<file path="src/rtl/uart_frame_pkg.sv">
// Shared constants and types for the UART frame receiver.
package uart_frame_pkg;

    localparam int unsigned BYTE_W = 8;
    localparam logic [7:0] SYNC_BYTE = 8'hA5;

    typedef enum logic [2:0] {
        HUNT    = 3'd0,
        LEN     = 3'd1,
        PAYLOAD = 3'd2,
        CHECK   = 3'd3,
        DRAIN   = 3'd4
    } state_t;

    localparam logic [1:0] ERR_LEN     = 2'd0;
    localparam logic [1:0] ERR_CSUM    = 2'd1;
    localparam logic [1:0] ERR_TIMEOUT = 2'd2;

endpackage

</file>
<file path="src/rtl/uart_frame_buf.sv">
// Payload buffer: simple dual-port RAM, synchronous write, registered read.
module uart_frame_buf
    import uart_frame_pkg::*;
#(
    parameter int unsigned DEPTH = 16,
    parameter int unsigned AW    = 4
) (
    input  logic              CLK,
    input  logic              RST,
    input  logic              wr_en,
    input  logic [AW-1:0]     wr_addr,
    input  logic [BYTE_W-1:0] wr_data,
    input  logic              rd_en,
    input  logic [AW-1:0]     rd_addr,
    output logic [BYTE_W-1:0] rd_data
);

    logic [BYTE_W-1:0] mem [DEPTH];

    // Payload byte write
    always_ff @(posedge CLK) begin
        if (wr_en) begin
            mem[wr_addr] <= wr_data;
        end
    end

    // Read register holds the presented byte until the next read request
    always_ff @(posedge CLK) begin
        if (RST) begin
            rd_data <= '0;
        end else if (rd_en) begin
            rd_data <= mem[rd_addr];
        end
    end

endmodule

</file>
<file path="src/rtl/uart_frame_rx.sv">
// UART frame receiver: hunts for sync, parses [SYNC][LEN][PAYLOAD][CSUM],
// releases verified payload as a valid/ready stream.
// Optional inter-byte timeout enabled by defining UART_FRAME_TIMEOUT_EN.
module uart_frame_rx
    import uart_frame_pkg::*;
#(
    parameter int unsigned MAX_LEN        = 16,
    parameter int unsigned TIMEOUT_CYCLES = 1000000
) (
    input  logic       CLK,
    input  logic       RST,
    input  logic       receivable,
    input  logic [7:0] recv_data,
    output logic       recv_flag,
    output logic       out_valid,
    input  logic       out_ready,
    output logic [7:0] out_data,
    output logic       out_last,
    output logic       frame_err,
    output logic [1:0] err_code
);

    localparam int unsigned PW = $clog2(MAX_LEN) + 1;
    localparam int unsigned AW = (MAX_LEN > 1) ? $clog2(MAX_LEN) : 1;
    localparam logic [7:0] MAX_LEN_B = 8'(MAX_LEN);

    state_t        state;
    logic [7:0]    len;
    logic [7:0]    csum;
    logic [PW-1:0] wptr;
    logic [PW-1:0] rptr;
    logic [PW-1:0] rptr_nxt;
    logic          hs;
    logic          load;
    logic          rd_en;
    logic [AW-1:0] rd_addr;
    logic          to_hit;

    // Pop whenever a byte is waiting and the parser is not draining
    assign recv_flag = receivable && (state == HUNT || state == LEN ||
                                      state == PAYLOAD || state == CHECK);

    assign hs       = out_valid && out_ready;
    assign rptr_nxt = rptr + PW'(1);
    assign load     = recv_flag && (state == CHECK) && (recv_data == csum);
    assign rd_en    = load || (hs && !out_last);
    assign rd_addr  = load ? '0 : rptr_nxt[AW-1:0];

`ifdef UART_FRAME_TIMEOUT_EN
    localparam int unsigned TW = $clog2(TIMEOUT_CYCLES) + 1;
    logic [TW-1:0] to_cnt;
    logic          waiting;

    assign waiting = (state == LEN || state == PAYLOAD || state == CHECK) && !recv_flag;
    assign to_hit  = waiting && (to_cnt == TW'(TIMEOUT_CYCLES - 1));

    // Inter-byte idle counter; cleared on pops and outside the frame body
    always_ff @(posedge CLK) begin
        if (RST || !waiting) begin
            to_cnt <= '0;
        end else begin
            to_cnt <= to_cnt + TW'(1);
        end
    end
`else
    assign to_hit = 1'b0;
`endif

    // Frame parser, checksum, pointers and registered stream/error outputs
    always_ff @(posedge CLK) begin
        if (RST) begin
            state     <= HUNT;
            len       <= '0;
            csum      <= '0;
            wptr      <= '0;
            rptr      <= '0;
            out_valid <= 1'b0;
            out_last  <= 1'b0;
            frame_err <= 1'b0;
            err_code  <= ERR_LEN;
        end else begin
            frame_err <= 1'b0;
            if (to_hit) begin
                frame_err <= 1'b1;
                err_code  <= ERR_TIMEOUT;
                state     <= HUNT;
            end else begin
                case (state)
                    HUNT: begin
                        if (recv_flag && recv_data == SYNC_BYTE) begin
                            state <= LEN;
                        end
                    end
                    LEN: begin
                        if (recv_flag) begin
                            if (recv_data == 8'd0 || recv_data > MAX_LEN_B) begin
                                frame_err <= 1'b1;
                                err_code  <= ERR_LEN;
                                state     <= HUNT;
                            end else begin
                                len   <= recv_data;
                                csum  <= recv_data;
                                wptr  <= '0;
                                state <= PAYLOAD;
                            end
                        end
                    end
                    PAYLOAD: begin
                        if (recv_flag) begin
                            csum <= csum ^ recv_data;
                            wptr <= wptr + PW'(1);
                            if (8'(wptr) + 8'd1 == len) begin
                                state <= CHECK;
                            end
                        end
                    end
                    CHECK: begin
                        if (recv_flag) begin
                            if (recv_data == csum) begin
                                state     <= DRAIN;
                                rptr      <= '0;
                                out_valid <= 1'b1;
                                out_last  <= (len == 8'd1);
                            end else begin
                                frame_err <= 1'b1;
                                err_code  <= ERR_CSUM;
                                state     <= HUNT;
                            end
                        end
                    end
                    DRAIN: begin
                        if (hs) begin
                            if (out_last) begin
                                state     <= HUNT;
                                out_valid <= 1'b0;
                                out_last  <= 1'b0;
                            end else begin
                                rptr     <= rptr_nxt;
                                out_last <= (8'(rptr_nxt) == len - 8'd1);
                            end
                        end
                    end
                    default: state <= HUNT;
                endcase
            end
        end
    end

    uart_frame_buf #(
        .DEPTH (MAX_LEN),
        .AW    (AW)
    ) u_buf (
        .CLK     (CLK),
        .RST     (RST),
        .wr_en   (recv_flag && state == PAYLOAD),
        .wr_addr (wptr[AW-1:0]),
        .wr_data (recv_data),
        .rd_en   (rd_en),
        .rd_addr (rd_addr),
        .rd_data (out_data)
    );

endmodule

</file>
<file path="config.mk">
export PLATFORM = sky130hd
export DESIGN_NAME = uart_frame_rx
export DESIGN_NICKNAME = d
export VERILOG_FILES = /design/src/rtl/uart_frame_pkg.sv /design/src/rtl/uart_frame_buf.sv /design/src/rtl/uart_frame_rx.sv
export SDC_FILE = /design/constraint.sdc
export NUM_CORES = 1
export LEC_CHECK = 0
export BUFFER_PORTS_ARGS = -buffer_cell sky130_fd_sc_hd__buf_2
export CAP_MARGIN = 20
export CORE_UTILIZATION = 50
export DETAILED_ROUTE_END_ITERATION = 8
export GPL_ROUTABILITY_DRIVEN = 0
export PLACE_DENSITY_LB_ADDON = 0.25
export SLEW_MARGIN = 20
export SYNTH_ARGS = -nofsm -noshare
export SYNTH_HDL_FRONTEND = slang
export SYNTH_SLANG_ARGS = --single-unit
</file>
<file path="constraint.sdc">
create_clock -name CLK -period 6.1 [get_ports CLK]
set_clock_uncertainty 0.2 [all_clocks]
set_input_delay 0.61 -clock CLK [delete_from_list [all_inputs] [get_ports CLK]]
set_output_delay 0.61 -clock CLK [all_outputs]
set_load 0.01 [all_outputs]
</file>
# --- Word-level counts from Yosys, hierarchy flattened ---
# Memories as Yosys holds them, arrays and structs flattened. A register that Yosys moved wholly into a read port is not among the register bits.
# Index checks and enable logic that the tools add are counted.
word_totals:
  ff_bits: 34
  memories: 1
  elab_cells: 109
  output_inout_bits: 14
  ramBits: 128
op_classes:
  n_reduce_logical: 25
  addsub: 4
  n_lt_le_gt_ge: 1
  bitwise: 2
  n_mux: 46
  eq_ne: 21
mem_list:
  columns: ["name", "words", "word_bits", "rd", "rd_ports_with_merged_regs", "write_ports", "line_no", "source"]
  rows:
  - ["u_buf.mem", 16, 8, 1, 1, 1, "uart_frame_buf.sv:18", "logic [BYTE_W-1:0] mem [DEPTH];"]
ops:
  columns: ["op", "count"]
  rows:
  - ["5-bit two-way mux", 7]
  - ["3-bit two-way mux", 8]
  - ["8-bit two-way mux", 3]
  - ["5-bit one-hot mux with 2 select lines", 2]
  - ["2-bit inequality test (second input constant)", 8]
  - ["8-bit one-hot mux with 2 select lines", 1]
  - ["3-bit one-hot mux with 5 select lines", 1]
  - ["5-bit AND reduction", 3]
  - ["1-bit two-way mux", 14]
  - ["5-bit by 1-bit adder with 5-bit output (second input constant)", 2]
  - ["2-bit two-way mux", 5]
  - ["5-bit by 8-bit == test with 1-bit output", 1]
  - ["6-bit by 8-bit == test with 1-bit output", 1]
  - ["8-bit by 1-bit == test with 1-bit output (second input constant)", 1]
  - ["8-bit == test", 1]
  - ["8-bit == test (second input constant)", 1]
  - ["8-bit by 5-bit > comparator with 1-bit output (second input constant)", 1]
  - ["8-bit zero test", 1]
  - ["2-bit by 1-bit inequality test with 1-bit output (second input constant)", 4]
  - ["4-bit AND reduction", 2]
  - ["8-bit by 1-bit subtractor with 8-bit output (second input constant)", 1]
  - ["8-bit bitwise XOR", 1]
  - ["1-bit logical AND", 7]
  - ["7-bit AND reduction", 1]
  - ["other kinds (13)", 22]

# --- Longest topological paths before layout ---
# Gate-level depths: netlist of the first run.
logic_depth:
  word_depth: 8
  mapped_depth: 9

# --- Hierarchy ---
# A second synthesis of the first run with hierarchy kept.
hier_totals:
  hier_cells: 594
  area_unflattened_um2: 7537.2
by_module_without_submodules:
  columns: ["module", "cells_each", "seq_area_each_um2", "area_each_um2", "instances"]
  rows:
  - ["uart_frame_buf", 316, 4003.8, 5343.9, 1]
  - ["uart_frame_rx", 278, 660.6, 2193.4, 1]

# --- Worst setup path before layout of the first run ---
# OpenSTA, ideal clock, no wires.
synth_path:
  path_kind: "reg-to-reg"
  from: "register state[1]"
  to: "memory u_buf.mem[0][0] (enable)"
  setup_slack_ns: 3.470
  setup_ns: 0.383
  path_buffers: 2
  t_arrival_ns: 2.046
  synth_period_minus_slack_ns: 2.630
  stages_incl_launch_ff: 8
  cell_sequence: "dfxtp_1 -> buf_2 -> inv_1 -> nor3_2 -> and2_1 -> clkbuf_1 -> nand2_1 -> nor3_1"
synth_via:
  elab_chain_cells: 8
  word_cells_on_any_way: 11
synth_rtl:
  columns: ["item", "line_no", "source"]
  rows:
  - ["start, declared", "uart_frame_rx.sv:27", "state_t state;"]
  - ["start signal, assigned", "uart_frame_rx.sv:72", "state <= HUNT;"]
  - ["start signal, assigned", "uart_frame_rx.sv:86", "state <= HUNT;"]
  - ["start signal, assigned", "uart_frame_rx.sv:91", "state <= LEN;"]
  - ["3-bit by 1-bit == test with 1-bit output or 3-bit zero test (tied branches)", "uart_frame_rx.sv:40", "assign recv_flag = receivable && (state == HUNT || state == LEN ||"]
  - ["1-bit logical OR (2 in series)", "uart_frame_rx.sv:40", null]
  - ["1-bit logical OR", "uart_frame_rx.sv:41", "state == PAYLOAD || state == CHECK);"]
  - ["1-bit logical AND", "uart_frame_rx.sv:40", null]
  - ["1-bit logical AND *", "uart_frame_rx.sv:155", ".wr_en (recv_flag && state == PAYLOAD),"]
  - ["1-bit two-way mux *", "uart_frame_buf.sv:22", "if (wr_en) begin"]
  - ["1-bit two-way mux (not written as such) *", "uart_frame_buf.sv:23", "mem[wr_addr] <= wr_data;"]
  - ["end, declared", "uart_frame_buf.sv:18", null]
# Mark *: on every way between the ends. The rest lies on a longest branch, timed or not.

# --- Final worst setup path of the first run ---
layout_path:
  from: "input recv_data[1]"
  to: "register rptr[0]"
layout_via:
  elab_chain_cells: 3
layout_rtl:
  columns: ["item", "line_no", "source"]
  rows:
  - ["start, declared", "uart_frame_rx.sv:13", "input logic [7:0] recv_data,"]
  - ["8-bit == test", "uart_frame_rx.sv:119", "if (recv_data == csum) begin"]
  - ["2-bit by 1-bit inequality test with 1-bit output (no source line)", null, null]
  - ["5-bit AND reduction (no source line)", null, null]
  - ["end signal, assigned", "uart_frame_rx.sv:138", "rptr <= rptr_nxt;"]
  - ["end, declared", "uart_frame_rx.sv:31", "logic [PW-1:0] rptr;"]
# No other way between the ends.
# A chain may end at the register's enable or synchronous reset.

==> impl_metrics.py, run 1 <==
metrics = {
    "cells_and_area": {
        "n_antenna_cell": 0,
        "finalNetCount": 660,
        "fillers": 1191,
        "multi_input_area_sq_um": 2830,
        "area_growth_pct": 10.8,
        "drive_gt1_share_pct": 13.3,
        "seq_area_sq_um": 4670,
        "final_area_sq_um": 8510,
    },
    "logic_synthesis": {
        "synthTopCellsByArea": "edfxtp_1 (50%), dfxtp_1 (11%), mux4_2 (3.2%)",
        "synth_seq_cells": 169,
        "yosysWarnings": 0,
        "synth.avg_cell_area_sq_um": 12.1,
        "synthCells": 635,
        "yosysUniqueCellTypes": 59,
        "synthTopCellsByCount": "edfxtp_1 (128), nor2_1 (58), nand2_1 (46)",
        "synth_top_area_cell": "edfxtp_1",
        "synthMostInstantiatedCell": "edfxtp_1",
        "synth_edf_count": 128,
        "ys_seq_area_share_pct": 60.7,
        "synth_fp_nets": 654,
        "synthArstFlopShare_pct": 0,
        "synth_area_sq_um": 7690,
        "synth_top_area_share_pct": 50.0,
        "synth_ff_type": "edfxtp_1",
    },
    "worst_setup_path": {
        "r2r_setup_slack_ns": 2.76,
        "r2r-start": "csum[1]",
        "slowest_stage": "nor3_4",
        "reg2regPathDepth": 7,
        "timing.rr.end": "rptr[0]",
        "crit_path_start": "recv_data[1]",
        "critPathArrivalTime_ns": 3.57,
        "crit_end": "rptr[0]",
        "crit_type": "input pin to register",
        "max_stage_delay_ns": 0.85,
        "endpoint_kind": "register",
        "crit_required_ns": 6.18,
        "worstPathMaxFanout": 22,
        "crit_chain": "buf_2 -> xnor2_1 -> nand4_1 -> nor3_4 -> buf_4 -> a2bb2oi_2 -> mux2i_1 -> nor2_1",
        "startpoint_type": "input pin",
    },
    "detailed_routing": {
        "drc": 0,
        "vias": 5406,
        "route.detailed.wl_per_inst_um": 23.7,
        "drt_pass1_iterations": 5,
        "ant_nets": 0,
        "first_iter_violations": 538,
        "routed_wl_um": 19900,
        "viasPerCell": 6.45,
    },
    "power_and_ir_drop": {
        "ir_drop_v": 0.000173,
        "pwr_density_cell_nw_per_um2": 273,
        "p_leak_nw": 2.65,
    },
    "timing": {
        "rsz0062_at_grt": "no",
        "fin_crit_ns": 3.49,
        "drv_slew": 0,
        "worst_slew_pin_slew_ns": 1.07,
        "hold_slack_ns": 0.305,
        "report.final.hold_viol_count": 0,
        "max_slew_margin_pct": 28.3,
        "fmax_mhz": 287,
        "setup_slack_ns": 2.61,
        "setup_violations": 0,
        "timing.final.crit_share_pct": 57.1,
        "setup_tns_ns": 0,
    },
    "placed_design": {
        "portBuffers": 24,
        "dp_hpwl_um": 12300,
        "place_ws_ns": 2.32,
        "dpl_cell_area_sq_um": 7930,
    },
    "clock_network": {
        "cts_buffers": 17,
        "cts-root-buf": "clkbuf_16",
        "path_clk_slew_ns": 0.06,
        "holdBufCountCts": 0,
        "post_cts_resized": 0,
        "cts_tree": "done",
        "postCtsSetupBuffers": 0,
        "htree_levels": 4,
        "cts_sinks": 169,
        "insertion_delay_ns": 0.43,
        "clockBufferDepth": 2,
    },
    "floorplanning": {
        "start_util_pct": 52.1,
        "die_area_sq_um": 15900,
        "dieHeight_um": 126,
        "die_w_um": 126,
        "pin_count": 26,
        "core_sq_um": 14800,
        "rows": 44,
    },
    "global_routing": {
        "track_usage_pct": 26.3,
        "grt_pass1_vias": 5313,
        "grt_pass1_wl_um": 30700,
        "grt-ovfl-total": 0,
        "grt_max_degree": 68,
        "antenna_found_initial": 0,
    },
    "outcome": {
        "outcome": "completed",
    },
    "worst_hold_path": {
        "hold_class": "register to register",
    },
    "job": {
        "drv_cap": 0,
    },
}
-- cell type report --
cell class                 count  share of cell area, %
sequential                   169                   54.8
timing repair buffer          32                   2.12
clock buffer                  18                   5.04
clock inverter                14                   1.72
inverter                       9                  0.397
tap                          184                   2.70
multi-input combinational    412                   33.2
-- state kept, by name, summed over array words and instances (netlist names), 3 cells and up --
register and flops:
len 8, u_buf.rd_data 8, csum 8, u_buf.mem 128, wptr 5, rptr 5
state 3
-- layer usage --
metal | GRT usage [%] | vias to the layer above | routed length [um]
li1 | - | 2445 | -
met5 | 0 | - | 0
met3 | 4.42 | 48 | 1230
met2 | 42.3 | 259 | 9520
met4 | 12.5 | 0 | 616
met1 | 34.8 | 2654 | 8490
-- per-stage QoR --
| step | utilization (%) | cells | power (mW) |
|---|---|---|---|
| 2_1_floorplan | - | 635 | 1.27 |
| 3_3_place_gp | 53.7 | 806 | 1.30 |
| 3_5_place_dp | 53.7 | 806 | 1.30 |
| 4_1_cts | 57.6 | 838 | 2.33 |
| 5_1_grt | 57.7 | 838 | 2.38 |
| 6_report | 57.7 | 838 | 2.33 |
-- worst min path at each step --
stage                           from          endpoint  slack, ns  cells past startpoint
finish                        len[7]            len[7]       0.30                      1
global route        u_buf.rd_data[6]  u_buf.rd_data[6]       0.32                      2
CTS                 u_buf.rd_data[6]  u_buf.rd_data[6]       0.30                      2
detailed placement       err_code[0]       err_code[0]       0.29                      2
global placement         err_code[0]       err_code[0]       0.28                      2
floorplan                     len[7]            len[7]       0.27                      1
-- where the power goes --
group,internal [mW],leakage [nW],switching (mW)
Combinational,0.00694,0.889,0.0341
Clock,0.605,0.281,0.445
Sequential,1.23,1.48,0.0000726
-- worst max-delay path: cells and delay by family --
| family | cells | cell delay, ns |
|---|---|---|
| AOI/OAI and AO/OA | 1 | 0.39 |
| xor gates and xnor gates | 1 | 0.21 |
| buffers and inverters | 2 | 0.69 |
| muxes | 1 | 0.26 |
| and+or+nand+nor | 3 | 1.38 |
-- placed cells by master (no fill, tap or decap), types with 8 or more instances in the layout --
cell / synthesis / routed
nand2_1: 46 / 46
nand3_1: 11 / 11
mux4_2: 11 / 11
clkbuf_16: 0 / 17
or3_1: 12 / 12
xnor2_1: 20 / 19
buf_4: 1 / 8
edfxtp_1: 128 / 128
nor2_1: 58 / 55
o211ai_1: 14 / 14
a21oi_1: 25 / 25
nor3_1: 24 / 22
a2bb2oi_1: 8 / 8
buf_2: 9 / 24
o21ai_0: 16 / 16
nor4_1: 25 / 25
a32oi_1: 10 / 10
xor2_1: 9 / 8
dfxtp_1: 41 / 40
inv_1: 8 / 8
a311oi_1: 10 / 10
mux2i_1: 23 / 23
-- logic make-up after synthesis --
| kind of cell | count (synthesis) | synth area share, % |
|---|---|---|
| and+or+nand+nor | 223 | 14.7 |
| DFF | 169 | 60.7 |
| AOI/OAI and AO/OA | 117 | 10.8 |
| buffers and inverters | 54 | 3.03 |
| muxes | 35 | 6.36 |
| xor gates and xnor gates | 29 | 3.30 |
| adders and majority gates | 7 | 1.14 |
| other | 1 | 0.0488 |
(Power assumes the default switching activity.)
==> inputs of run 2 (changes only) <==
==> constraint.sdc (replaced) <==
create_clock -name CLK -period 3.36 [get_ports CLK]
set_clock_uncertainty 0.2 [all_clocks]
set_input_delay 0.336 -clock CLK [delete_from_list [all_inputs] [get_ports CLK]]
set_output_delay 0.336 -clock CLK [all_outputs]
set_load 0.01 [all_outputs]
==> run 2 against run 1 <==
Sequential power increased by 82%. Cell area increased by 2.2%. Utilization increased by 1.3 points. First-iteration DRC count increased by 2.2%. Non-clock buffer count increased by 26. Hold slack got worse by 0.23 ns. Clock power increased by 83%. Cell count increased by 3.1%. Sequential share of layout area decreased by 1.2 points. Total power increased by 83%.
==> impl_metrics.py, run 2 (synthesis results as in run 1) <==
metrics = {
    "floorplanning": {
        "pin_count": 26,
        "dieHeight_um": 126,
        "start_util_pct": 52.1,
        "die_area_sq_um": 15900,
        "die_w_um": 126,
        "rows": 44,
        "core_sq_um": 14800,
    },
    "worst_setup_path": {
        "crit_path_start": "state[1]",
        "startpoint_type": "register",
        "crit_required_ns": 3.22,
        "critPathArrivalTime_ns": 2.73,
        "endpoint_kind": "register",
        "worstPathMaxFanout": 10,
        "r2r-start": "state[1]",
        "crit_type": "register to register",
    },
    "detailed_routing": {
        "route.detailed.wl_per_inst_um": 22.4,
        "dr.max_layer_used": "met4",
        "drc": 0,
        "drt-met1-wl_um": 8310,
        "vias": 5430,
        "drt_pass1_iterations": 5,
        "wl_met2_um": 9450,
        "first_iter_violations": 550,
        "routed_wl_um": 19300,
        "viasPerCell": 6.28,
        "ant_nets": 0,
        "dr_wl_met3_um": 1200,
    },
    "timing": {
        "report.final.hold_viol_count": 0,
        "rsz0062_at_grt": "no",
        "drv_slew": 0,
        "timing.final.crit_share_pct": 85.6,
        "setup_tns_ns": 0,
        "fin_crit_ns": 2.87,
        "fmax_mhz": 348,
        "setup_violations": 0,
        "max_slew_margin_pct": 26.1,
        "worst_slew_pin_slew_ns": 1.10,
    },
    "power_and_ir_drop": {
        "ir_drop_v": 0.000337,
        "pwr_density_cell_nw_per_um2": 488,
        "p_leak_nw": 2.78,
    },
    "cells_and_area": {
        "n_antenna_cell": 0,
        "area_growth_pct": 13.2,
        "layout_common_cells": "edfxtp_1 (128), nor2_1 (58), nand2_1 (46), dfxtp_1 (40), buf_4 (34)",
        "regMostFlops": "u_buf.mem",
        "largest_reg_flops": 128,
        "finalNetCount": 686,
        "final_cells": 864,
        "drive_gt1_share_pct": 16.3,
        "fillers": 1195,
        "mostFrequentLayoutCell": "edfxtp_1",
    },
    "clock_network": {
        "cts-root-buf": "clkbuf_16",
        "postCtsSetupBuffers": 0,
        "holdBufCountCts": 0,
        "clockBufferDepth": 2,
        "cts_sinks": 169,
        "insertion_delay_ns": 0.43,
        "htree_levels": 4,
        "path_clk_slew_ns": 0.07,
        "cts_buffers": 17,
        "cts_tree": "done",
        "post_cts_resized": 0,
    },
    "outcome": {
        "outcome": "completed",
    },
    "global_routing": {
        "track_usage_pct": 25.2,
        "grt-ovfl-total": 0,
        "grt_pass1_wl_um": 29700,
        "antenna_found_initial": 0,
        "grt_pass1_vias": 5261,
        "grt_max_degree": 40,
    },
    "placed_design": {
        "placed_cells": 832,
        "portBuffers": 24,
        "dp_hpwl_um": 12500,
    },
    "worst_hold_path": {
        "hold_start": "out_ready",
        "hold_class": "input pin to register",
    },
    "job": {
        "drv_cap": 0,
    },
}
[run 2: cell count changes in the layout (fill, tap and decap cells not counted), moves of 3 or more]
| cell | delta |
|---|---|
| inv_8 | +4 |
| nor2_2 | -3 |
| nor2_1 | +3 |
| buf_4 | +26 |
[run 2: worst paths after layout]
| check | endpoint | slack, ns | cells after the start |
|---|---|---|---|
| setup / recovery | u_buf.mem[6][6] | 0.49 | 6 |
| hold / removal | out_valid | 0.07 | 4 |
| setup reg to reg | u_buf.mem[6][6] | 0.49 | 6 |
| hold reg to reg | len[7] | 0.29 | 1 |
[run 2: critical path, cell delays in order, from the launching register on]
cell and delay (ns):
dfxtp_1 0.48, inv_1 0.12, nor3_2 0.16, buf_4 0.19, and2_1 0.36, nand2_1 0.19
nor2_1 0.80
[run 2: report_power, final]
part           switching (mW)  leakage (nW)  internal, mW  total (mW)
registers            0.000117          1.48          2.24        2.24
logic                  0.0681          1.01        0.0196      0.0877
clock network           0.905         0.286          1.01        1.92
total                   0.973          2.78          3.27        4.24
[run 2: layout make-up]
class	instances	area, sq um	area share [%]
clock buffer	18	439	5.05
clock inverter	14	146	1.68
inverter	9	33.8	0.388
multi-input combinational	412	2810	32.3
sequential	169	4670	53.6
tap	184	230	2.65
timing repair buffer	58	375	4.31
[run 2: routing by layer]
metal  track usage [%]  up-vias
li1                  -     2493
met1              34.2     2670
met2              40.6      233
met3              4.50       34
met4              9.71        0
met5                 0        -
[run 2: stage by stage]
stage | utilization, % | worst slack, ns | hold slack [ns] | cell area (sq um) | power [mW]
after floorplan | - | 0.730 | 0.235 | 7690 | 2.31
after global placement | 55.0 | 0.522 | 0.283 | 8120 | 2.37
after global routing | 59.0 | 0.351 | 0.0916 | 8700 | 4.34
final | 59.0 | 0.485 | 0.0748 | 8700 | 4.24
after detailed placement | 55.0 | 0.464 | 0.289 | 8120 | 2.37
after CTS | 59.0 | 0.529 | 0.0735 | 8700 | 4.26
